===== config.mk =====
export PLATFORM = sky130hd
export DESIGN_NAME = button_event_decoder_flat
export DESIGN_NICKNAME = d
export VERILOG_FILES = /design/src/rtl/button_event_decoder_pkg.sv /design/src/rtl/button_event_decoder_if.sv /design/src/rtl/button_event_decoder_edge_detect.sv /design/src/rtl/button_event_decoder.sv /design/src/flat_wrapper.sv
export SDC_FILE = /design/constraint.sdc
export NUM_CORES = 1
export LEC_CHECK = 0
export BUFFER_PORTS_ARGS = -buffer_cell sky130_fd_sc_hd__buf_2
export CORE_AREA = 2 2 77 71
export CTS_CLUSTER_SIZE = 30
export DETAILED_ROUTE_END_ITERATION = 12
export DIE_AREA = 0 0 79 73
export PLACE_DENSITY = 0.69
export SYNTH_ARGS = -nofsm -noshare
export SYNTH_HDL_FRONTEND = slang
export SYNTH_SLANG_ARGS = --single-unit

===== constraint.sdc =====
create_clock -name Clk100MHz -period 3 [get_ports Clk100MHz]
set_clock_uncertainty 0.2 [all_clocks]
set_input_delay 0 -clock Clk100MHz [delete_from_list [all_inputs] [get_ports Clk100MHz]]
set_output_delay 0 -clock Clk100MHz [all_outputs]
set_load 0.05 [all_outputs]

===== src/rtl/button_event_decoder_pkg.sv =====
// Shared constants for the pushbutton event decoder: FSM state encoding and default timing.
package btn_pkg;

  typedef enum logic [1:0] {
    ST_IDLE  = 2'd0,
    ST_PRESS = 2'd1,
    ST_HOLD  = 2'd2
  } state_t;

  localparam int unsigned LONG_MS_DEF   = 1000;
  localparam int unsigned REPEAT_MS_DEF = 200;
  localparam int unsigned CNT_W_DEF     = 11;

endpackage


===== src/rtl/button_event_decoder_if.sv =====
// Button level/tick inputs and the decoded event outputs bundled for the decoder.
interface button_event_decoder_if #(
  parameter int unsigned CNT_W = 11
);

  logic             Clk1KHzEn;
  logic             sig_clean;
  logic             press_pulse;
  logic             release_pulse;
  logic             long_pulse;
  logic             repeat_pulse;
  logic             held;
  logic [CNT_W-1:0] hold_ms;

  modport master (
    output Clk1KHzEn, sig_clean,
    input  press_pulse, release_pulse, long_pulse, repeat_pulse, held, hold_ms
  );

  modport slave (
    input  Clk1KHzEn, sig_clean,
    output press_pulse, release_pulse, long_pulse, repeat_pulse, held, hold_ms
  );

endinterface


===== src/rtl/button_event_decoder_edge_detect.sv =====
// Registered-history edge detector for a clean button level; rise/fall are combinational.
module edge_detect (
  input  logic Clk100MHz,
  input  logic reset,
  input  logic sig,
  output logic rise,
  output logic fall
);

  logic sig_d;

  // Reset loads the live level so a button held through reset never looks like a fresh press.
  always_ff @(posedge Clk100MHz) begin
    if (reset) sig_d <= sig;
    else       sig_d <= sig;
  end

  assign rise = sig & ~sig_d;
  assign fall = ~sig & sig_d;

endmodule


===== src/rtl/button_event_decoder.sv =====
// Turns a debounced button level into press/release/long/repeat pulses timed by the 1 kHz tick.
module button_event_decoder
  import btn_pkg::*;
#(
  parameter int unsigned LONG_MS   = LONG_MS_DEF,
  parameter int unsigned REPEAT_MS = REPEAT_MS_DEF,
  parameter int unsigned CNT_W     = CNT_W_DEF
) (
  input  logic                   Clk100MHz,
  input  logic                   reset,
  button_event_decoder_if.slave  bus
);

  localparam logic [CNT_W-1:0] LONG_LAST = CNT_W'(LONG_MS - 1);
  localparam logic [CNT_W-1:0] REP_LAST  = CNT_W'(REPEAT_MS - 1);

  state_t           state;
  logic [CNT_W-1:0] ms_cnt;
  logic [CNT_W-1:0] rep_cnt;
  logic             rise;
  logic             fall;

  edge_detect u_edge (
    .Clk100MHz (Clk100MHz),
    .reset     (reset),
    .sig       (bus.sig_clean),
    .rise      (rise),
    .fall      (fall)
  );

  function automatic logic [CNT_W-1:0] sat_inc(input logic [CNT_W-1:0] v);
    return (v == '1) ? v : v + CNT_W'(1);
  endfunction

  // A fall always beats a coincident tick, so release never carries a long/repeat pulse.
  always_ff @(posedge Clk100MHz) begin
    if (reset) begin
      state             <= ST_IDLE;
      ms_cnt            <= '0;
      rep_cnt           <= '0;
      bus.press_pulse   <= 1'b0;
      bus.release_pulse <= 1'b0;
      bus.long_pulse    <= 1'b0;
      bus.repeat_pulse  <= 1'b0;
      bus.held          <= 1'b0;
      bus.hold_ms       <= '0;
    end else begin
      bus.press_pulse   <= 1'b0;
      bus.release_pulse <= 1'b0;
      bus.long_pulse    <= 1'b0;
      bus.repeat_pulse  <= 1'b0;
      case (state)
        ST_IDLE: begin
          if (rise) begin
            state           <= ST_PRESS;
            bus.press_pulse <= 1'b1;
            bus.held        <= 1'b1;
            ms_cnt          <= '0;
            bus.hold_ms     <= '0;
          end
        end
        ST_PRESS: begin
          if (fall) begin
            state             <= ST_IDLE;
            bus.release_pulse <= 1'b1;
            bus.held          <= 1'b0;
          end else if (bus.Clk1KHzEn) begin
            ms_cnt      <= ms_cnt + CNT_W'(1);
            bus.hold_ms <= sat_inc(bus.hold_ms);
            if (ms_cnt == LONG_LAST) begin
              state          <= ST_HOLD;
              bus.long_pulse <= 1'b1;
              rep_cnt        <= '0;
            end
          end
        end
        ST_HOLD: begin
          if (fall) begin
            state             <= ST_IDLE;
            bus.release_pulse <= 1'b1;
            bus.held          <= 1'b0;
          end else if (bus.Clk1KHzEn) begin
            bus.hold_ms <= sat_inc(bus.hold_ms);
            if (REPEAT_MS != 0) begin
              if (rep_cnt == REP_LAST) begin
                bus.repeat_pulse <= 1'b1;
                rep_cnt          <= '0;
              end else begin
                rep_cnt <= rep_cnt + CNT_W'(1);
              end
            end
          end
        end
        default: begin
          state    <= ST_IDLE;
          bus.held <= 1'b0;
        end
      endcase
    end
  end

endmodule

===== src/flat_wrapper.sv =====
// flat-port wrapper written by rule: the top's interface ports become plain ports
module button_event_decoder_flat import btn_pkg::*;
#(
  parameter int unsigned LONG_MS   = LONG_MS_DEF,
  parameter int unsigned REPEAT_MS = REPEAT_MS_DEF,
  parameter int unsigned CNT_W     = CNT_W_DEF
)
  (Clk100MHz, reset, bus_Clk1KHzEn, bus_sig_clean, bus_press_pulse, bus_release_pulse, bus_long_pulse, bus_repeat_pulse, bus_held, bus_hold_ms);
  button_event_decoder_if #(.CNT_W(CNT_W)) bus_i ();
  input  logic Clk100MHz;
  input  logic reset;
  input wire logic [$bits(bus_i.Clk1KHzEn)-1:0] bus_Clk1KHzEn;
  input wire logic [$bits(bus_i.sig_clean)-1:0] bus_sig_clean;
  output wire logic [$bits(bus_i.press_pulse)-1:0] bus_press_pulse;
  output wire logic [$bits(bus_i.release_pulse)-1:0] bus_release_pulse;
  output wire logic [$bits(bus_i.long_pulse)-1:0] bus_long_pulse;
  output wire logic [$bits(bus_i.repeat_pulse)-1:0] bus_repeat_pulse;
  output wire logic [$bits(bus_i.held)-1:0] bus_held;
  output wire logic [$bits(bus_i.hold_ms)-1:0] bus_hold_ms;
  assign bus_i.Clk1KHzEn = bus_Clk1KHzEn;
  assign bus_i.sig_clean = bus_sig_clean;
  assign bus_press_pulse = bus_i.press_pulse;
  assign bus_release_pulse = bus_i.release_pulse;
  assign bus_long_pulse = bus_i.long_pulse;
  assign bus_repeat_pulse = bus_i.repeat_pulse;
  assign bus_held = bus_i.held;
  assign bus_hold_ms = bus_i.hold_ms;
  button_event_decoder #(.LONG_MS(LONG_MS), .REPEAT_MS(REPEAT_MS), .CNT_W(CNT_W)) u_core (.Clk100MHz(Clk100MHz), .reset(reset), .bus(bus_i));
endmodule

# [Word level (Yosys, flattened, before mapping)]
# Index checks and enable logic that the tools add are counted.
[word_totals] output_inout_bits=16 word_cells=82 register_bits=41 in_bits=4
[classes] add_sub_neg=3 bitwise_logic=9 mux=28 n_eq_ne=18 n_reduce_logical=14
[ops] operator="2-to-1 mux 11 bit" n=12
[ops] operator="case mux 11 bit (2 select lines)" n=3
[ops] operator="adder 11 x 1 -> 11 bit, second input constant" n=3
[ops] operator="!= test 2 bit, second input constant" n=6
[ops] operator="== test 11 x 10 -> 1 bit, second input constant" n=1
[ops] operator="== test 11 bit, second input constant" n=1
[ops] operator="== test 11 x 8 -> 1 bit, second input constant" n=1
[ops] operator="2-to-1 mux 2 bit" n=5
[ops] operator="!= test 2 x 1 -> 1 bit, second input constant" n=5
[ops] operator="AND reduction 4 bit" n=2
[ops] operator="OR reduction 4 bit" n=2
[ops] operator="NOT 1 bit" n=7
[ops] operator="2-to-1 mux 1 bit" n=6
[ops] operator="case mux 2 bit (3 select lines)" n=1
[ops] operator="AND reduction 6 bit" n=1
[ops] operator="nonzero test 2 bit" n=3
[ops] operator="OR reduction 2 bit" n=3
[ops] operator="AND reduction 5 bit" n=1
[ops] operator="!= test 3 x 1 -> 1 bit, second input constant" n=1
[ops] operator="!= test 3 x 2 -> 1 bit, second input constant" n=1
[ops] operator="bitwise AND 1 bit" n=2
[ops] operator="== test 2 x 1 -> 1 bit, second input constant" n=1
[ops] operator="== test 2 bit, second input constant" n=1
[ops] operator="logical NOT 2 bit" n=1
[ops] operator="other kinds (2)" n=2

# [Longest topological paths before layout]
[logic_depth] word_depth=5 depth_mapped=8 mapped_depth_nobuf=7

# [By module]
# Synthesis repeated with hierarchy kept, for this count alone.
[unflattened] hier_cells=256 area_unflattened_um2=2097.0
[modules_own_cells] mod="button_event_decoder" area_per_inst_um2=2062.0 seq_area_each_um2=800.8 cells_each=253 instances=1
[modules_own_cells] mod="edge_detect" area_per_inst_um2=35.0 seq_area_each_um2=20.0 cells_each=3 instances=1

# [Least setup slack after synthesis]
# OpenSTA, ideal clock, no wires.
[synth_timing] path_kind="reg2reg" start="register u_core.bus.hold_ms[1]" end="register u_core.bus.hold_ms[7]" arrival_time_ns=2.020 synth_period_minus_slack_ns=2.378 path_stages_with_launch=7 required_time_ns=2.642 n_path_buf=0 setup_slack_ns=0.622 setup_time_ns=0.158 path_cell_list="dfxtp_1 > ha_1 > nand3_1 > or4_1 > nand4_1 > o31a_1 > a311oi_1"
[synth_via] elab_chain_len=5 word_cells_on_any_way=8 cone_classes="1 x add/sub; 2 x eq/ne; 4 x mux; 1 x reduce/logical"
[synth_lines] item="start: declaration" line_no="button_event_decoder_if.sv:22" text="output press_pulse, release_pulse, long_pulse, repeat_pulse, held, hold_ms"
[synth_lines] item="start signal: assignment" line_no="button_event_decoder.sv:69" text="bus.hold_ms <= sat_inc(bus.hold_ms);"
[synth_lines] item="start signal: assignment" line_no="button_event_decoder.sv:83" text="bus.hold_ms <= sat_inc(bus.hold_ms);"
[synth_lines] item="adder 11 x 1 -> 11 bit" line_no="button_event_decoder.sv:32" text="return (v == '1) ? v : v + CNT_W'(1);"
[synth_lines] item="2-to-1 mux 11 bit" line_no="button_event_decoder.sv:32"
[synth_lines] item="2-to-1 mux 11 bit" line_no="button_event_decoder.sv:67, button_event_decoder.sv:82"
[synth_lines] item="2-to-1 mux 11 bit" line_no="button_event_decoder.sv:78" text="if (fall) begin"
[synth_lines] item="case mux 11 bit (2 select lines)" line_no="button_event_decoder.sv:52" text="case (state)"
# Several ways; a longest one is shown, not always the timed one. The select of a mux whose other input is x is not followed.
# A chain may end at the register's enable or synchronous reset.

# [Worst setup path in the final report]
[layout_timing] start="register u_core.state[0]" end="register u_core.ms_cnt[8]"
[layout_via] elab_chain_len=3 word_cells_on_any_way=8 cone_classes="4 x eq/ne; 1 x mux; 3 x reduce/logical"
[layout_lines] item="start: declaration" line_no="button_event_decoder.sv:17" text="state_t state;"
[layout_lines] item="start signal: assignment" line_no="button_event_decoder.sv:38" text="state <= ST_IDLE;"
[layout_lines] item="start signal: assignment" line_no="button_event_decoder.sv:55" text="state <= ST_PRESS;"
[layout_lines] item="start signal: assignment" line_no="button_event_decoder.sv:64" text="state <= ST_IDLE;"
[layout_lines] item="== test 2 x 1 -> 1 bit or logical NOT 2 bit (tied branches)" line_no="button_event_decoder.sv:52"
[layout_lines] item="!= test 2 bit (no source line) (tied with other cells)"
[layout_lines] item="AND reduction 4 bit (no source line)"
[layout_lines] item="end signal: assignment" line_no="button_event_decoder.sv:68" text="ms_cnt <= ms_cnt + CNT_W'(1);"
[layout_lines] item="end: declaration" line_no="button_event_decoder.sv:18" text="logic [CNT_W-1:0] ms_cnt;"
# Several ways; a longest one is shown, not always the timed one.

==> out/metrics.cfg <==
[sta]
fin_crit_sh_pct = 84.4
max_slew.worst_pin.slew_ns = 0.664
max_freq_ghz = 0.395
hold_violations = 0
setup_viol = 0
tns_ns = 0
rsz0062_at_grt = no
holdWs_ns = 0.00817
final.min_clock_period_ns = 2.53
slew_headroom_pct = 55.6
slew_violations = 0

[synthesis]
synthArstFlopShare_pct = 0
synth-seq-cells = 41
yosysSeqAreaShare_pct = 37.9
ys_types = 54
synth_nets = 265
syn_area_mm2 = 0.00217
avgSynthCellArea_um2 = 8.49
synth_edf_count = 0
synthFlopType = dfxtp_1
synth_cells = 255
yosysWarningCount = 0

[min_path]
hp-start = reset
whs_path_depth = 2
hp-class = in -> reg
hold_path_end = u_core.bus.hold_ms[0]

[worst_setup_path]
criticalPathCategory = reg -> reg
path_max_fanout = 11
timing.critical_path.arrival_ns = 2.49
reg2reg_to = u_core.ms_cnt[8]
critPathCaptureType = flip-flop
rr_startpoint = u_core.state[0]
r2r.worst_path.cells = 7
start_kind = flip-flop
regToRegSetupSlack_ns = 0.47
cp_data_required_time_ns = 2.96

[global_route]
track_usage_pct = 16.9
antenna_found_initial = 0
grt_max_degree = 36
grt_overflow = 0
grt_pass1_vias = 1688
grt_pass1_wl_um = 7800

[power_and_ir_drop]
ir_drop_uv = 232
cell_internal_pwr_mw = 0.815
clockPowerShare_pct = 35.8
power.share.switching_pct = 26.9
p_leak_nw = 0.877
pwr_density_cell_mw_per_mm2 = 454
finalPower_mw = 1.11
power_frac_comb_pct = 14.2
switchingPower_mw = 0.300
p_seq_share_pct = 50.0

[cts]
cts_tree = built
cts_made_buffers = 5
cts-root-buf = clkbuf_8
cts_resized = 0
cts_hold_buf = 2
htreeDepth = 2
post-cts-setup-buffers = 0
cts.sinks = 41
insertion_delay_ns = 0.29
clock_path_buffers = 2
clk_transition_reported_paths_ns = 0.08

[cells_and_area]
seqCellArea_um2 = 821
final_cell_mix = dfxtp_1 (41), nor2_1 (35), nand2_1 (21)
n_antenna_cell = 0
multi_input_area_mm2 = 0.00129
instances_no_fill = 347
area_growth_syn_to_layout_pct = 13.5
drive_gt1_share_pct = 14.6
finalCoreUtilization_pct = 48.5
final_common_cell = dfxtp_1
layout.nets = 289
fillers = 493

[floorplanning]
coreArea_mm2 = 0.00507
row_count = 25
pin_count = 20
die_w_um = 79
die_h_um = 73
die_area_mm2 = 0.00577
initial_utilization_pct = 42.7

[routing]
vias = 1939
drcViolationCount = 0
wl_um = 4590
drt_first_iter_violations = 132
routedWlPerCell_um = 13.2
drt-pass1-iter-count = 4
ant_nets = 0
drt-vias-per-instance = 5.59

[placement]
portBuffers = 19
place_inst = 337
gp_congestion = 0.802
hpwl_um = 3150

[status]
status = completed

[job]
drv_cap = 0

## per-stage QoR
stage	worst slack, ns	instance area (um^2)
2_1_floorplan	0.622	2170
3_3_place_gp	0.537	2340
3_5_place_dp	0.485	2340
4_1_cts	0.481	2460
5_1_grt	0.376	2460
6_report	0.468	2460
## worst max-delay path, cell delays in order (launching register included)
cell and delay, ns:
dfxtp_1 0.37, inv_1 0.08, ha_1 0.31, nor2b_2 0.22, o41a_4 0.51, or4_4 0.52
xor2_1 0.14, nor2_1 0.05
## metal layers
layer	up-vias	global-route usage [%]	wire length, um
met5	-	0	0
met4	0	6.51	53
met3	5	4.08	196
met2	42	25.5	1990
met1	910	23.4	2350
li1	982	-	-
## power groups by stage
stage                     Clock, mW  Combinational [mW]  Sequential (mW)
after floorplan                   0               0.106            0.581
after global placement            0               0.154            0.570
after detailed placement          0               0.155            0.570
after CTS                     0.412               0.158            0.557
after global routing          0.436               0.175            0.558
final                         0.399               0.159            0.557
## logic make-up (layout without fill, tap and decap cells)
| logic type | count (synthesis) | count (layout) | share of synthesized area [%] |
|---|---|---|---|
| flops | 41 | 41 | 37.9 |
| buf+inv | 12 | 37 | 2.31 |
| xor+xnor | 9 | 9 | 3.64 |
| compound gates | 57 | 57 | 18.8 |
| mux | 4 | 4 | 1.91 |
| simple gates | 126 | 126 | 32.0 |
| fa+ha+maj | 6 | 6 | 3.47 |
## cell type report
cell class              instances  share of cell area [%]
multi-input cells             202                    52.7
clock inverters                 1                   0.204
inverters                       5                   0.764
repair buffers                 24                    5.60
flip-flops and latches         41                    33.4
well taps                      67                    3.41
clock buffers                   7                    3.92
## synth_stat cells, types with 3 or more instances
master	number	area share (%)
nand2b_1	3	0.87
mux2i_1	3	1.4
ha_1	6	3.5
nand4b_1	3	1.2
nand2_1	21	3.6
o21ai_0	13	3.0
xor2_1	5	2.0
inv_1	5	0.87
xnor2_1	4	1.6
nor4b_1	4	1.6
nor2_1	35	6.1
a31oi_1	5	1.4
and3_1	4	1.2
dfxtp_1	41	38
o21a_1	6	2.1
nor3_1	5	1.2
nand3b_1	5	1.7
a21oi_1	16	3.7
a311oi_1	3	1.2
nand4_1	7	2.0
nand3_1	14	3.2
clkbuf_1	4	0.69
## worst max-delay path by stage
stage / slack [ns] / depth (start not counted) / start / end
after floorplan: 0.62 / 6 / u_core.bus.hold_ms[1] / u_core.bus.hold_ms[7]
after global placement: 0.54 / 7 / u_core.state[0] / u_core.ms_cnt[8]
after detailed placement: 0.49 / 7 / u_core.state[0] / u_core.ms_cnt[8]
after CTS: 0.48 / 7 / u_core.state[0] / u_core.ms_cnt[8]
after global routing: 0.38 / 7 / u_core.state[0] / u_core.ms_cnt[8]
final: 0.47 / 7 / u_core.state[0] / u_core.ms_cnt[8]
## state kept, by name, indices dropped and copies added (netlist names), 2 cells and up
register	cells
u_core.ms_cnt	11
u_core.rep_cnt	11
u_core.state	2
u_core.bus.hold_ms	11
Note: power is estimated with default switching activity, not from simulation.
